### config.mk
export PLATFORM = sky130hd
export DESIGN_NAME = hazard_forwarding_unit
export DESIGN_NICKNAME = d
export VERILOG_FILES = /design/src/rtl/hazard_forwarding_unit_pkg.sv /design/src/rtl/hazard_forwarding_unit_fwd_src_match.sv /design/src/rtl/hazard_forwarding_unit.sv
export SDC_FILE = /design/constraint.sdc
export NUM_CORES = 1
export LEC_CHECK = 0
export CORE_MARGIN = 8
export CORE_UTILIZATION = 52
export CTS_CLUSTER_DIAMETER = 120
export CTS_CLUSTER_SIZE = 10
export DETAILED_ROUTE_END_ITERATION = 7
export PLACE_DENSITY = 0.86
export SLEW_MARGIN = 20
export SYNTH_ARGS = -nofsm -noshare
export SYNTH_HDL_FRONTEND = slang
export SYNTH_HIERARCHICAL = 1
export SYNTH_SLANG_ARGS = --single-unit
### constraint.sdc
create_clock -name clk -period 6.3 [get_ports clk]
set_input_delay 1.26 -clock clk [delete_from_list [all_inputs] [get_ports clk]]
set_output_delay 1.26 -clock clk [all_outputs]
set_load 0.05 [all_outputs]
### src/rtl/hazard_forwarding_unit_pkg.sv
// Shared constants for the hazard/forwarding controller.
//   - EX operand-mux select encodings, driven per source on fwd_sel.
//   - Memory-wait FSM state encodings.
package hazard_forwarding_unit_pkg;

    // EX operand-mux select encodings
    localparam logic [1:0] FWD_RF  = 2'b00;  // register file value
    localparam logic [1:0] FWD_MEM = 2'b01;  // result held in EX/MEM
    localparam logic [1:0] FWD_WB  = 2'b10;  // result held in MEM/WB

    // Memory-wait FSM states
    localparam logic [0:0] ST_RUN      = 1'b0;
    localparam logic [0:0] ST_MEM_WAIT = 1'b1;

endpackage

### src/rtl/hazard_forwarding_unit_fwd_src_match.sv
// fwd_src_match: compares one ID-stage source operand against the EX and MEM
// producers. It produces the select this source needs once the instruction
// reaches EX, and flags a load-use hit when the EX producer is a load.
// Ports:
//   rs, rs_used                    - ID source address and its "actually read" flag
//   ex_rd, ex_reg_write, ex_mem_read - EX-stage producer
//   mem_rd, mem_reg_write          - MEM-stage producer
//   next_sel                       - select to register for the next cycle
//   load_use                       - this source depends on a load now in EX
module fwd_src_match
    import hazard_forwarding_unit_pkg::*;
#(
    parameter int ADDR_W = 5
) (
    input  logic [ADDR_W-1:0] rs,
    input  logic              rs_used,
    input  logic [ADDR_W-1:0] ex_rd,
    input  logic              ex_reg_write,
    input  logic              ex_mem_read,
    input  logic [ADDR_W-1:0] mem_rd,
    input  logic              mem_reg_write,
    output logic [1:0]        next_sel,
    output logic              load_use
);

    logic ex_match_s;
    logic mem_match_s;

    // Producer matching; register 0 is hardwired and never forwarded
    always_comb begin
        ex_match_s  = ex_reg_write  & rs_used & (ex_rd  != {ADDR_W{1'b0}}) & (rs == ex_rd);
        mem_match_s = mem_reg_write & rs_used & (mem_rd != {ADDR_W{1'b0}}) & (rs == mem_rd);
    end

    // Select choice: the EX producer is younger, so it wins over MEM.
    // EX moves to MEM next cycle, MEM moves to WB next cycle.
    always_comb begin
        if (ex_match_s) begin
            next_sel = FWD_MEM;
        end else if (mem_match_s) begin
            next_sel = FWD_WB;
        end else begin
            next_sel = FWD_RF;
        end
        load_use = ex_match_s & ex_mem_read;
    end

endmodule

### src/rtl/hazard_forwarding_unit.sv
// hazard_forwarding_unit: hazard detection plus registered forwarding control
// for a 5-stage pipeline, placed beside the ID/EX register.
// Ports:
//   clk, rst                       - clock, synchronous active-high reset
//   id_rs, id_rs_used              - ID source addresses (src i at [i*ADDR_W +: ADDR_W]) and use flags
//   ex_rd, ex_reg_write, ex_mem_read - EX-stage instruction info
//   mem_rd, mem_reg_write, mem_mem_read, mem_ready - MEM-stage instruction info, load data return
//   fwd_sel                        - registered EX mux select per source (2 bits each)
//   stall_if_id, flush_id_ex       - load-use stall and bubble (combinational)
//   freeze                         - whole-pipeline hold while a load waits on memory (combinational)
//   mem_err                        - sticky, a load wait exceeded MEM_TIMEOUT cycles
//   stall_cycles                   - saturating count of cycles with stall_if_id | freeze
module hazard_forwarding_unit
    import hazard_forwarding_unit_pkg::*;
#(
    parameter int ADDR_W      = 5,
    parameter int NUM_SRC     = 2,
    parameter int CNT_W       = 16,
    parameter int MEM_TIMEOUT = 64
) (
    input  logic                      clk,
    input  logic                      rst,
    input  logic [NUM_SRC*ADDR_W-1:0] id_rs,
    input  logic [NUM_SRC-1:0]        id_rs_used,
    input  logic [ADDR_W-1:0]         ex_rd,
    input  logic                      ex_reg_write,
    input  logic                      ex_mem_read,
    input  logic [ADDR_W-1:0]         mem_rd,
    input  logic                      mem_reg_write,
    input  logic                      mem_mem_read,
    input  logic                      mem_ready,
    output logic [NUM_SRC*2-1:0]      fwd_sel,
    output logic                      stall_if_id,
    output logic                      flush_id_ex,
    output logic                      freeze,
    output logic                      mem_err,
    output logic [CNT_W-1:0]          stall_cycles
);

    localparam int                WAIT_W     = $clog2(MEM_TIMEOUT + 1);
    localparam logic [WAIT_W-1:0] WAIT_LIMIT = WAIT_W'(MEM_TIMEOUT);

    logic [NUM_SRC*2-1:0] next_sel_s;
    logic [NUM_SRC-1:0]   load_use_vec_s;
    logic                 load_use_s;
    logic                 freeze_cond_s;
    logic                 stall_evt_s;

    logic [NUM_SRC*2-1:0] fwd_sel_r;
    logic [0:0]           state_r;
    logic [WAIT_W-1:0]    wait_cnt_r;
    logic                 mem_err_r;
    logic [CNT_W-1:0]     stall_cnt_r;

    genvar g;
    generate
        for (g = 0; g < NUM_SRC; g++) begin : g_src
            fwd_src_match #(
                .ADDR_W (ADDR_W)
            ) u_match (
                .rs            (id_rs[g*ADDR_W +: ADDR_W]),
                .rs_used       (id_rs_used[g]),
                .ex_rd         (ex_rd),
                .ex_reg_write  (ex_reg_write),
                .ex_mem_read   (ex_mem_read),
                .mem_rd        (mem_rd),
                .mem_reg_write (mem_reg_write),
                .next_sel      (next_sel_s[g*2 +: 2]),
                .load_use      (load_use_vec_s[g])
            );
        end
    endgenerate

    // Hazard decisions; freeze masks load-use so the load-use check is redone after the wait
    always_comb begin
        load_use_s    = |load_use_vec_s;
        freeze_cond_s = mem_mem_read & ~mem_ready;
        stall_evt_s   = freeze_cond_s | load_use_s;
        if (rst) begin
            freeze      = 1'b0;
            stall_if_id = 1'b0;
            flush_id_ex = 1'b0;
        end else begin
            freeze      = freeze_cond_s;
            stall_if_id = load_use_s & ~freeze_cond_s;
            flush_id_ex = load_use_s & ~freeze_cond_s;
        end
    end

    // Forwarding select register: hold during freeze, bubble (all RF) on load-use
    always_ff @(posedge clk) begin
        if (rst) begin
            fwd_sel_r <= {(NUM_SRC*2){1'b0}};
        end else if (freeze_cond_s) begin
            fwd_sel_r <= fwd_sel_r;
        end else if (load_use_s) begin
            fwd_sel_r <= {NUM_SRC{FWD_RF}};
        end else begin
            fwd_sel_r <= next_sel_s;
        end
    end

    // Memory-wait FSM, wait counter and sticky timeout flag.
    // The entry cycle clears the counter; each later wait cycle adds one, so
    // mem_err rises at the end of the MEM_TIMEOUT-th MEM_WAIT cycle.
    always_ff @(posedge clk) begin
        if (rst) begin
            state_r    <= ST_RUN;
            wait_cnt_r <= {WAIT_W{1'b0}};
            mem_err_r  <= 1'b0;
        end else begin
            case (state_r)
                ST_RUN: begin
                    if (freeze_cond_s) begin
                        state_r    <= ST_MEM_WAIT;
                        wait_cnt_r <= {WAIT_W{1'b0}};
                    end else begin
                        state_r    <= ST_RUN;
                    end
                end
                ST_MEM_WAIT: begin
                    if (!freeze_cond_s) begin
                        state_r <= ST_RUN;
                    end else if (wait_cnt_r != WAIT_LIMIT) begin
                        wait_cnt_r <= wait_cnt_r + WAIT_W'(1);
                        if ((wait_cnt_r + WAIT_W'(1)) == WAIT_LIMIT) begin
                            mem_err_r <= 1'b1;
                        end else begin
                            mem_err_r <= mem_err_r;
                        end
                    end else begin
                        wait_cnt_r <= wait_cnt_r;
                    end
                end
                default: begin
                    state_r    <= ST_RUN;
                    wait_cnt_r <= {WAIT_W{1'b0}};
                end
            endcase
        end
    end

    // Saturating stall-cycle counter
    always_ff @(posedge clk) begin
        if (rst) begin
            stall_cnt_r <= {CNT_W{1'b0}};
        end else if (stall_evt_s && (stall_cnt_r != {CNT_W{1'b1}})) begin
            stall_cnt_r <= stall_cnt_r + CNT_W'(1);
        end else begin
            stall_cnt_r <= stall_cnt_r;
        end
    end

    assign fwd_sel      = fwd_sel_r;
    assign mem_err      = mem_err_r;
    assign stall_cycles = stall_cnt_r;

endmodule

==> results.py <==
metrics = {
    "power_and_ir_drop": {
        "comb_power_share_pct": 15.0,
        "report.power.total_uw": 399,
        "power_switching_uw": 96.8,
        "clkPwrFrac_pct": 38.2,
        "p_int_uw": 302,
        "p_sw_share_pct": 24.3,
        "irDropWorstVdd_mv": 0.0850,
        "seqPwrFrac_pct": 46.8,
        "power.density_nw_per_um2": 158,
        "leakagePower_nw": 0.788,
    },
    "grt": {
        "antenna_found_initial": 0,
        "track_usage_pct": 17.4,
        "grt_start_max_net_pins": 32,
        "grt_pass1_vias": 1897,
        "grt_pass1_wl_um": 8640,
        "grt_overflow_total": 0,
    },
    "yosys": {
        "synth_fp_nets": 262,
        "netlist_top_cells_area": "dfxtp_1 (30%), xnor2_1 (7.3%), a21oi_1 (4.2%), nor2_1 (3.5%), nand2_1 (2.9%)",
        "yosysWarnings": 6,
        "synth_cell_type_count": 51,
        "synth-async-reset-ratio_pct": 0,
        "synthCells": 229,
        "synth-edff-count": 0,
        "ys_seq_elements": 29,
        "synth_most_common_cell": "dfxtp_1",
        "syn-cell-area_um2": 1920,
        "synthTopCellsByCount": "dfxtp_1 (29), nor2_1 (18), a21oi_1 (16), xnor2_1 (16), nand2_1 (15)",
        "yosysTopAreaCell": "dfxtp_1",
        "postSynthAreaPerCell_um2": 8.40,
        "synth-main-ff-cell": "dfxtp_1",
        "seq_area_frac_synth_pct": 30.2,
        "synth_top_area_share_pct": 30.2,
    },
    "worst_setup_path": {
        "setup.worst_path.start": "ex_rd[2]",
        "crit_family": "simple AND/OR/NAND/NOR gates",
        "slowest_stage": "clkdlybuf4s50_1",
        "cp.depth": 8,
        "critPathArrivalTime_ns": 3.84,
        "cpPeakStageDelay_ns": 0.72,
        "critPathLaunchType": "primary input",
        "crit_end": "flush_id_ex",
        "r2r_end": "mem_err",
        "reg2reg_slack_ns": 4.27,
        "crit_top_cell": "clkdlybuf4s50_1",
        "path_cells": "clkdlybuf4s50_1 > or4_4 > a21oi_2 > nor3_2 > and2_1 > nor2_1 > nor3_1 > clkdlybuf4s50_1",
        "criticalPathCategory": "primary input to output pin",
        "path_buf_inv": 2,
        "crit_fanout": 5,
        "cp.required_ns": 5.04,
        "reg2reg_from": "wait_cnt_r[0]",
        "endpoint_kind": "output pin",
        "r2r_cells": 6,
    },
    "clocking": {
        "clk_path_buf_depth": 2,
        "cts_root_buf": "clkbuf_8",
        "postCtsHoldBufs": 0,
        "postCtsSetupBuffers": 0,
        "clock_sinks": 29,
        "htreeDepth": 2,
        "clk_latency_ns": 0.28,
        "cts_buffers": 5,
        "post_cts_resized": 0,
        "clk_pin_slew_ns": 0.06,
        "cts_tree": "built",
    },
    "die": {
        "die_x_um": 76.8,
        "die_h_um": 76.8,
        "die-area_um2": 5900,
        "io_pins": 53,
        "initial_core_util_pct": 53.3,
        "core_area_um2": 3610,
        "rows": 22,
    },
    "sta": {
        "skew_ns": 0.00575,
        "fmax_mhz": 196,
        "fin_tns_setup_ns": 0,
        "fin_ws_ns": 1.20,
        "rsz0062_at_grt": "no",
        "finalSetupViolCount": 0,
        "hold_ws_ns": 0.479,
        "hold_viol": 0,
        "min_period_ns": 5.10,
        "period_share_pct": 81.0,
        "slew_violations": 0,
        "slew_headroom_pct": 63.0,
        "max_slew.worst_pin.slew_ns": 0.552,
    },
    "placement": {
        "place_inst": 319,
        "dpl_worst_slack_ns": 1.19,
        "place_area_um2": 2440,
        "post-dp-hpwl_um": 3900,
        "place.gp.congestion": 0.828,
        "port_buffers": 52,
    },
    "cells_and_area": {
        "area_growth_pct": 31.6,
        "utilization_pct": 70.2,
        "drive_gt1_share_pct": 8.99,
        "final_net_count": 311,
        "stdcell_area_um2": 2530,
        "diodes": 0,
        "instances_no_fill": 326,
    },
    "hold_path": {
        "hp-class": "register to register",
    },
    "routing": {
        "first_pass_iters": 4,
        "drtAntennaViolNets": 0,
        "wl_um": 5210,
        "vias": 1986,
        "routedWlPerCell_um": 16.0,
        "drc": 0,
        "initialDrtViolationCount": 189,
        "via_per_inst": 6.09,
    },
    "run": {
        "maxCapViolations": 0,
    },
    "run_status": {
        "status": "finished, final reports clean",
    },
}
-- registers in the layout, summed over array words and instances, names as in the netlist --
name          cells
stall_cycles     16
wait_cnt_r        7
fwd_sel           4
mem_err           1
state_r           1
-- power by group through the flow --
stage | registers, mW | clock network, mW | logic [mW]
finish | 0.186 | 0.152 | 0.0598
global route | 0.186 | 0.161 | 0.0641
CTS | 0.186 | 0.154 | 0.0598
detailed placement | 0.190 | 0 | 0.0597
global placement | 0.190 | 0 | 0.0584
floorplan | 0.193 | 0 | 0.0264
-- worst min-delay path by stage --
stage	start	endpoint	slack [ns]	depth (start not counted)
3_5_place_dp	mem_err	mem_err	0.46	2
3_3_place_gp	mem_err	mem_err	0.44	2
4_1_cts	mem_err	mem_err	0.48	2
5_1_grt	mem_err	mem_err	0.51	2
2_1_floorplan	wait_cnt_r[6]	wait_cnt_r[6]	0.46	2
6_report	mem_err	mem_err	0.48	2
-- layer usage --
layer	GRT usage (%)	share of wire, %
met5	0	0
met1	19.1	43
met4	6.73	1.6
met2	29.6	48
met3	6.41	6.9
-- final cells by class --
class                           instances  area [µm²]
Tap cell                               48        60.1
Multi-Input combinational cell        179        1230
Timing Repair Buffer                   54         536
Inverter                                9        33.8
Fill cell                             286        1080
Sequential cell                        29         581
Clock buffer                            7        86.3
-- worst register-to-register path: cells and delay by family (launching register included) --
family                   cells  cell delay [ns]
AO/OA/AOI/OAI                3             1.00
adder cells (fa/ha/maj)      1             0.21
flip-flops                   1             0.48
buffers and inverters        1             0.10
AND/OR/NAND/NOR              1             0.13
-- placed cells by master, fill, tap and decap left out, types with 6 or more instances in the layout --
cell             instances
a21oi_1                 16
clkbuf_8                 6
clkdlybuf4s50_1         52
dfxtp_1                 29
inv_1                    9
nand2_1                 15
nand3_1                  9
nand4_1                  7
nor2_1                  18
nor3_1                   6
o21ai_0                 11
xnor2_1                 16
-- kinds of logic after synthesis --
group                    after synthesis  share of synthesized area (%)
flip-flops                            29                           30.2
buffers and inverters                 21                           5.66
AO/OA/AOI/OAI                         64                           24.0
AND/OR/NAND/NOR                       92                           28.6
XOR/XNOR                              16                           7.29
adder cells (fa/ha/maj)                4                           2.60
multiplexers                           3                           1.63
No activity file was read; power rests on OpenSTA's default activity.
